[config.mk]
export PLATFORM = sky130hd
export DESIGN_NAME = btn_count
export DESIGN_NICKNAME = d
export VERILOG_FILES = /design/src/rtl/btn_pkg.sv /design/src/rtl/btn_debounce.sv /design/src/rtl/btn_count.sv
export SDC_FILE = /design/constraint.sdc
export NUM_CORES = 1
export LEC_CHECK = 0
export ABC_CLOCK_PERIOD_IN_PS = 2200
export BUFFER_PORTS_ARGS = -buffer_cell sky130_fd_sc_hd__buf_4
export CORE_UTILIZATION = 57
export CTS_CLUSTER_SIZE = 20
export DETAILED_ROUTE_END_ITERATION = 16
export GPL_ROUTABILITY_DRIVEN = 0
export PLACE_DENSITY = 0.8
export SLEW_MARGIN = 20
export SYNTH_ARGS = -nofsm -noshare
export SYNTH_HDL_FRONTEND = slang
export SYNTH_HIERARCHICAL = 1
export SYNTH_SLANG_ARGS = --single-unit
[constraint.sdc]
create_clock -name clk -period 2.2 [get_ports clk]
set_input_delay 0.22 -clock clk [delete_from_list [all_inputs] [get_ports clk]]
set_output_delay 0.22 -clock clk [all_outputs]
set_load 0.1 [all_outputs]
[src/rtl/btn_pkg.sv]
// Shared definitions for the push-button counter: default board timing,
// the auto-repeat state encoding and the wrap-around count helpers.
package btn_pkg;

    // Default timing for a 100 MHz board clock.
    localparam int DEF_DEBOUNCE_CYCLES = 1_000_000;   // 10 ms of stable samples
    localparam int DEF_REPEAT_DELAY    = 100_000_000; // 1 s before the first repeat
    localparam int DEF_REPEAT_PERIOD   = 25_000_000;  // 250 ms between repeats
    localparam int DEF_MAX_COUNT       = 9;           // highest value shown on the LEDs

    // Auto-repeat state encoding, one FSM per button.
    typedef enum logic [1:0] {
        IDLE      = 2'd0,
        HOLD_WAIT = 2'd1,
        REPEAT    = 2'd2
    } rep_state_t;

    // Step up with wrap from max_value back to zero.
    function automatic logic [3:0] wrap_inc(input logic [3:0] value, input logic [3:0] max_value);
        return (value == max_value) ? 4'd0 : value + 4'd1;
    endfunction

    // Step down with wrap from zero up to max_value.
    function automatic logic [3:0] wrap_dec(input logic [3:0] value, input logic [3:0] max_value);
        return (value == 4'd0) ? max_value : value - 4'd1;
    endfunction

endpackage

[src/rtl/btn_debounce.sv]
// One push-button front end: 2-flop synchroniser, debounce counter,
// press edge detect and auto-repeat FSM, producing a single step strobe.
module btn_debounce
    import btn_pkg::*;
#(
    parameter int DEBOUNCE_CYCLES = DEF_DEBOUNCE_CYCLES,
    parameter int REPEAT_DELAY    = DEF_REPEAT_DELAY,
    parameter int REPEAT_PERIOD   = DEF_REPEAT_PERIOD
) (
    input  logic clk,
    input  logic clr,
    input  logic btn,
    output logic step
);

    localparam int DB_W    = (DEBOUNCE_CYCLES > 1) ? $clog2(DEBOUNCE_CYCLES) : 1;
    localparam int RPT_MAX = (REPEAT_DELAY > REPEAT_PERIOD) ? REPEAT_DELAY : REPEAT_PERIOD;
    localparam int RPT_W   = (RPT_MAX > 1) ? $clog2(RPT_MAX) : 1;

    localparam logic [DB_W-1:0]  DB_LAST     = DB_W'(DEBOUNCE_CYCLES - 1);
    localparam logic [RPT_W-1:0] DELAY_LAST  = RPT_W'(REPEAT_DELAY - 1);
    localparam logic [RPT_W-1:0] PERIOD_LAST = RPT_W'(REPEAT_PERIOD - 1);

    logic             sync1;
    logic             sync2;
    logic             level;
    logic             level_q;
    logic [DB_W-1:0]  db_cnt;
    rep_state_t       state;
    logic [RPT_W-1:0] rpt_cnt;
    logic             press;
    logic             rep;

    // Synchronise the raw pin and accept a new level only after DEBOUNCE_CYCLES
    // consecutive samples disagree with the current debounced level.
    always_ff @(posedge clk) begin
        if (clr) begin
            sync1   <= 1'b0;
            sync2   <= 1'b0;
            level   <= 1'b0;
            level_q <= 1'b0;
            db_cnt  <= '0;
        end else begin
            sync1   <= btn;
            sync2   <= sync1;
            level_q <= level;
            if (sync2 == level) begin
                db_cnt <= '0;
            end else if (db_cnt == DB_LAST) begin
                level  <= ~level;
                db_cnt <= '0;
            end else begin
                db_cnt <= db_cnt + 1'b1;
            end
        end
    end

    // Press is the debounced rising edge; repeat fires when the hold counter hits its limit.
    always_comb begin
        press = level & ~level_q;
        rep   = 1'b0;
        if (level) begin
            if (state == HOLD_WAIT && rpt_cnt == DELAY_LAST) begin
                rep = 1'b1;
            end else if (state == REPEAT && rpt_cnt == PERIOD_LAST) begin
                rep = 1'b1;
            end
        end
    end

    // Auto-repeat FSM with a registered step strobe; a release always returns to IDLE silently.
    always_ff @(posedge clk) begin
        if (clr) begin
            state   <= IDLE;
            rpt_cnt <= '0;
            step    <= 1'b0;
        end else begin
            step <= press | rep;
            case (state)
                IDLE: begin
                    rpt_cnt <= '0;
                    if (press) begin
                        state <= HOLD_WAIT;
                    end
                end
                HOLD_WAIT: begin
                    if (!level) begin
                        state   <= IDLE;
                        rpt_cnt <= '0;
                    end else if (rpt_cnt == DELAY_LAST) begin
                        state   <= REPEAT;
                        rpt_cnt <= '0;
                    end else begin
                        rpt_cnt <= rpt_cnt + 1'b1;
                    end
                end
                REPEAT: begin
                    if (!level) begin
                        state   <= IDLE;
                        rpt_cnt <= '0;
                    end else if (rpt_cnt == PERIOD_LAST) begin
                        rpt_cnt <= '0;
                    end else begin
                        rpt_cnt <= rpt_cnt + 1'b1;
                    end
                end
                default: begin
                    state   <= IDLE;
                    rpt_cnt <= '0;
                end
            endcase
        end
    end

endmodule

[src/rtl/btn_count.sv]
// Up/down push-button counter: two debounced, auto-repeating button front
// ends drive a 0..MAX_COUNT wrap-around value shown on the board LEDs.
module btn_count
    import btn_pkg::*;
#(
    parameter int DEBOUNCE_CYCLES = DEF_DEBOUNCE_CYCLES,
    parameter int REPEAT_DELAY    = DEF_REPEAT_DELAY,
    parameter int REPEAT_PERIOD   = DEF_REPEAT_PERIOD,
    parameter int MAX_COUNT       = DEF_MAX_COUNT
) (
    input  logic       clk,
    input  logic       clr,
    input  logic       btn_up,
    input  logic       btn_dn,
    output logic [3:0] led,
    output logic       up_pulse,
    output logic       dn_pulse
);

    localparam logic [3:0] MAX_LED = 4'(MAX_COUNT);

    btn_debounce #(
        .DEBOUNCE_CYCLES(DEBOUNCE_CYCLES),
        .REPEAT_DELAY   (REPEAT_DELAY),
        .REPEAT_PERIOD  (REPEAT_PERIOD)
    ) u_up (
        .clk (clk),
        .clr (clr),
        .btn (btn_up),
        .step(up_pulse)
    );

    btn_debounce #(
        .DEBOUNCE_CYCLES(DEBOUNCE_CYCLES),
        .REPEAT_DELAY   (REPEAT_DELAY),
        .REPEAT_PERIOD  (REPEAT_PERIOD)
    ) u_dn (
        .clk (clk),
        .clr (clr),
        .btn (btn_dn),
        .step(dn_pulse)
    );

    // Wrap-around count; simultaneous up and down strobes cancel out.
    always_ff @(posedge clk) begin
        if (clr) begin
            led <= 4'd0;
        end else if (up_pulse && !dn_pulse) begin
            led <= wrap_inc(led, MAX_LED);
        end else if (dn_pulse && !up_pulse) begin
            led <= wrap_dec(led, MAX_LED);
        end
    end

endmodule

Yosys cells after proc, flatten, opt, wreduce, memory -nomap -nowiden
Cells that the tools add are included.
{ "totals": {"wordCells": 100, "out_inout_bits": 6, "regBits": 112, "input_bits": 4} }
{ "classes": {"n_mux": 30, "n_eq_ne": 19, "n_addsub": 6, "reduce_logical": 18, "bitwise_logic": 10} }
{ "op_table": {"columns": ["cell", "n"], "rows": [
  ["27-bit two-way mux", 8],
  ["27-bit case mux with 2 select lines", 2],
  ["27-bit by 1-bit adder with 27-bit output (second input constant)", 2],
  ["27-bit by 25-bit equality test with 1-bit output (second input constant)", 2],
  ["27-bit equality test (second input constant)", 2],
  ["20-bit by 1-bit adder with 20-bit output (second input constant)", 2],
  ["20-bit equality test (second input constant)", 2],
  ["2-bit two-way mux", 8],
  ["4-bit two-way mux", 4],
  ["2-bit case mux with 3 select lines", 2],
  ["1-bit logical AND", 6],
  ["1-bit two-way mux", 6],
  ["3-bit != test (second input constant)", 2],
  ["1-bit NOT", 6],
  ["3-bit AND reduction", 2],
  ["3-bit OR reduction", 2],
  ["4-bit by 1-bit adder with 4-bit output (second input constant)", 1],
  ["2-bit by 1-bit equality test with 1-bit output (second input constant)", 2],
  ["2-bit equality test (second input constant)", 2],
  ["4-bit equality test (second input constant)", 1],
  ["2-bit logical NOT", 2],
  ["4-bit logical NOT", 1],
  ["2-bit by 1-bit != test with 1-bit output (second input constant)", 2],
  ["2-bit != test (second input constant)", 2],
  ["other kinds (7)", 12]
]} }

Logic depth before layout (Yosys ltp)
{ "logic_depth": {"depth_word": 6, "mapped_depth": 7, "depth_no_buf": 6} }

Modules after synthesis
The synthesis kept the hierarchy.
{ "by_module_without_submodules": {"columns": ["module", "seq_area_each_um2", "instances", "area_each_um2", "cells_each"], "rows": [
  ["btn_debounce", 1081.0, 2, 2731.4, 304],
  ["btn_count", 80.1, 1, 347.8, 42]
]} }

Worst setup path before layout
Ideal clock, no wire load.
{ "synth_timing": {"path_kind": "register to register", "startpoint": "register u_up.step", "endpoint": "register led[3]", "t_required_ns": 2.075, "stages_incl_launch_ff": 6, "setup_time_ns": 0.125, "t_arrival_ns": 1.973, "setup_slack_ns": 0.101, "period_less_slack_ns": 2.099, "n_path_buf": 1, "path_cell_list": "dfxtp_1 > ha_1 > buf_2 > nor4_1 > and2_1 > o41a_1"} }
{ "synth_via": {"elab_chain_len": 3, "word_cells_on_any_way": 5, "cone_classes": "mux (1); reduce/logical (4)"} }
{ "synth_lines": {"columns": ["element", "line", "text"], "rows": [
  ["start, declared", "btn_debounce.sv:13", "output logic step"],
  ["start signal, assigned", "btn_debounce.sv:78", "step <= press | rep;"],
  ["1-bit logical NOT", "btn_count.sv:50", "end else if (dn_pulse && !up_pulse) begin"],
  ["1-bit logical AND", "btn_count.sv:50", null],
  ["2-bit nonzero test (no line)", null, null],
  ["end signal, assigned", "btn_count.sv:49", "led <= wrap_inc(led, MAX_LED);"],
  ["end signal, assigned", "btn_count.sv:51", "led <= wrap_dec(led, MAX_LED);"],
  ["end, declared", "btn_count.sv:15", "output logic [3:0] led,"]
]} }
Parallel ways exist; a longest one is shown, timed or not.
A chain may end at the register's enable or synchronous reset.

Final worst setup path
{ "layout_timing": {"startpoint": "register u_up.rpt_cnt[1]", "endpoint": "register u_up.rpt_cnt[1]"} }
{ "layout_via": {"elab_chain_len": 4, "word_cells_on_any_way": 8, "cone_classes": "add/sub (1); eq/ne (2); mux (5)"} }
{ "layout_lines": {"columns": ["element", "line", "text"], "rows": [
  ["start, declared", "btn_debounce.sv:30", "logic [RPT_W-1:0] rpt_cnt;"],
  ["start signal, assigned", "btn_debounce.sv:94", "rpt_cnt <= rpt_cnt + 1'b1;"],
  ["start signal, assigned", "btn_debounce.sv:104", "rpt_cnt <= rpt_cnt + 1'b1;"],
  ["27-bit by 1-bit adder with 27-bit output, or another cell as far along", "btn_debounce.sv:94, btn_debounce.sv:104", null],
  ["27-bit two-way mux, on equally long branches", "btn_debounce.sv:101, btn_debounce.sv:90", null],
  ["27-bit two-way mux, on equally long branches", "btn_debounce.sv:98, btn_debounce.sv:87", null],
  ["27-bit case mux with 2 select lines (*)", "btn_debounce.sv:79", "case (state)"]
]} }
Mark *: on every way between the ends. The rest lies on a longest branch, timed or not.

==> run metrics <==
status=finished clean; share of the synthesized area in the top cell type=38.6%; startpoint types=register; global-route wire length before repair=19400 um; Hold WS=0.0576 ns; Worst EP required=2.45 ns; Antenna diodes=0; global route overflow=0; Worst EP arrival=2.35 ns; Total Wirelength=11700 um; clock slew at reported path FFs=0.10 ns; First-pass DRT Iterations=5; overall global routing resource usage=22.8%; synth warn=6; number of global-route vias before repair=4551; die height=103 um; # rows=36; via count=4836; Reg area=2240 um2; Post-CTS Hold Fix Bufs=0; max-cap violations=0; Initial Util=59.2%; CTS Buffer Depth=2; Worst R2R Start=u_up/rpt_cnt[1]$_SDFF_PP0_; Leak=1.71 nW; post-synth top area cell=dfxtp_1; routed vias/inst=6.06; fraction of layout cells with a size suffix above 1=14.0%; Synth Register Bits=112; Worst slew margin=60.7%; pin count of the biggest net entering global routing=28; initial antenna violation count=0; Routed Antenna Nets=0; Slew Viols, Final=0; Synth Area per Inst=8.94 um2; Root Buffer Master=clkbuf_8; Netlist cell types=54; Fin. Hold Viols=0; HP Class=input pin to register; PD cells=527 nW/um2; Power, Total=3.28 mW; CTS H-Tree Depth=3; crit path from=u_up/rpt_cnt[1]$_SDFF_PP0_; area of the mapped netlist=5810 um2; IR drop worst, VDD=0.296 mV; CTS tree=built; hold_sp=btn_dn; count of flip-flops with a built-in enable after synthesis=0; NumNets Final=675; # setup viols final=0; core area=9820 um2; ys flop type=dfxtp_1; asr flop ratio synth=0%; Setup crit end kind=register; worst slew pin tran=0.584 ns; dominant cells by area after synthesis=dfxtp_1 (39%), xnor2_1 (6.8%), a21oi_2 (3.0%), nor2_1 (2.9%), nand3_1 (2.8%); DP Wirelength=8060 um; Die Span X=103 um; Tcrit/Tclk final=95.2%; DRC violations left=0; clock sinks=112; Clock Skew=0.00967 ns; sequential area share after synthesis=38.6%; io pins=10; area of the multi-input gates=3240 um2; Synth top cells by count=dfxtp_1 (112), nor2_1 (45), xnor2_1 (45); count leader, synth=dfxtp_1; Max FO, Critical Path=20; Synthesized Nets=665; min Tclk post-route=2.09 ns; maximum clock frequency=477 MHz; RSZ-0062 raised after global routing=no; # fillers=828; CTS Buf Count=9; input/output buffers=9; die footprint=10600 um2; Synth Instances=650; WL per Instance=14.7 um; CP Class=register to register; 1st-iter DRT viols=280; clock latency on the worst-skew pair=0.38 ns; Synth-to-Final Area Change=7.02%; setup_tns=0 ns
[worst max-delay path: stages, from the launching register on]
cell      delay (ns)
dfxtp_1         0.39
ha_1            0.23
nand4_2         0.15
or4_4           0.59
o21ai_4         0.17
buf_4           0.30
a21boi_0        0.14
[layout make-up]
type / instances / share of cell area [%]
inverter: 30 / 1.81
sequential: 112 / 36.1
multi-input combinational: 475 / 52.1
timing repair buffer: 32 / 4.33
tap: 133 / 2.68
clock inverter: 6 / 0.845
clock buffer: 10 / 2.21
[metrics by stage]
step,util (%),worst slack (ns),instance area [um2],std cells
global route,63.3,0.00735,6220,798
detailed placement,61.4,0.117,6020,782
floorplan,-,0.101,5810,650
finish,63.3,0.105,6220,798
CTS,63.3,0.101,6210,798
global placement,61.4,0.180,6020,782
[registers in the layout, summed over array words and instances (netlist names)]
register	count
u_dn/step	1
u_up/level	1
u_up/step	1
u_up/level_q	1
led	4
u_dn/rpt_cnt	27
u_dn/level_q	1
u_dn/sync1	1
u_dn/level	1
u_dn/sync2	1
u_up/rpt_cnt	27
u_dn/state	2
u_up/sync1	1
u_up/db_cnt	20
u_up/state	2
u_dn/db_cnt	20
u_up/sync2	1
[path summary, 6_finish.rpt]
path	cells after the start	endpoint	slack, ns
worst max register to register	6	u_up/rpt_cnt[1]$_SDFF_PP0_	0.11
worst min-delay path	2	u_dn/sync1$_SDFF_PP0_	0.06
worst max-delay path	6	u_up/rpt_cnt[1]$_SDFF_PP0_	0.11
worst min register to register	1	u_dn/step$_SDFF_PP0_	0.45
[layout by cell type, fill, tap and decap left out, types with 10 or more instances in the layout]
master,netlist,final
or4_1,20,20
o21ai_0,19,17
buf_4,4,29
a22oi_1,18,18
o31ai_1,16,16
nand3_1,33,33
clkbuf_8,0,10
dfxtp_1,112,112
xnor2_1,45,45
ha_1,11,11
a21oi_2,20,20
or3_1,19,19
nor3_1,21,21
nand2_1,38,38
nand4_1,22,22
nor4_1,17,17
xor2_1,14,14
or4_4,10,10
nor2_1,45,45
inv_1,30,30
a21oi_1,24,24
[metal layers]
metal / GRT usage, % / vias up / share of wire (%)
met1: 27.7 / 2310 / 46
li1: - / 2407 / -
met3: 5.02 / 19 / 3.8
met4: 9.32 / 0 / 1.4
met2: 38.9 / 100 / 49
met5: 0 / - / 0
[kinds of logic (layout without fill, tap and decap cells)]
family	Yosys count	in the layout	synth area share, %
adders and majority gates	11	11	2.37
DFF	112	112	38.6
AOI/OAI and AO/OA	131	131	16.8
xor gates and xnor gates	59	59	8.89
buffers and inverters	63	78	5.68
and+or+nand+nor	274	274	27.7
[power breakdown]
part	internal, mW	switching (mW)	total, mW
Sequential	2.04	0.00686	2.04
Combinational	0.0257	0.0365	0.0622
Clock	0.459	0.716	1.17
Total	2.52	0.759	3.28
[what timing repair did]
action | CTS | global route
buffers inserted | 0 | 0
endpoints found under the setup margin | 0 | 1
gates resized for setup | 0 | 1
(Power assumes the default switching activity.)
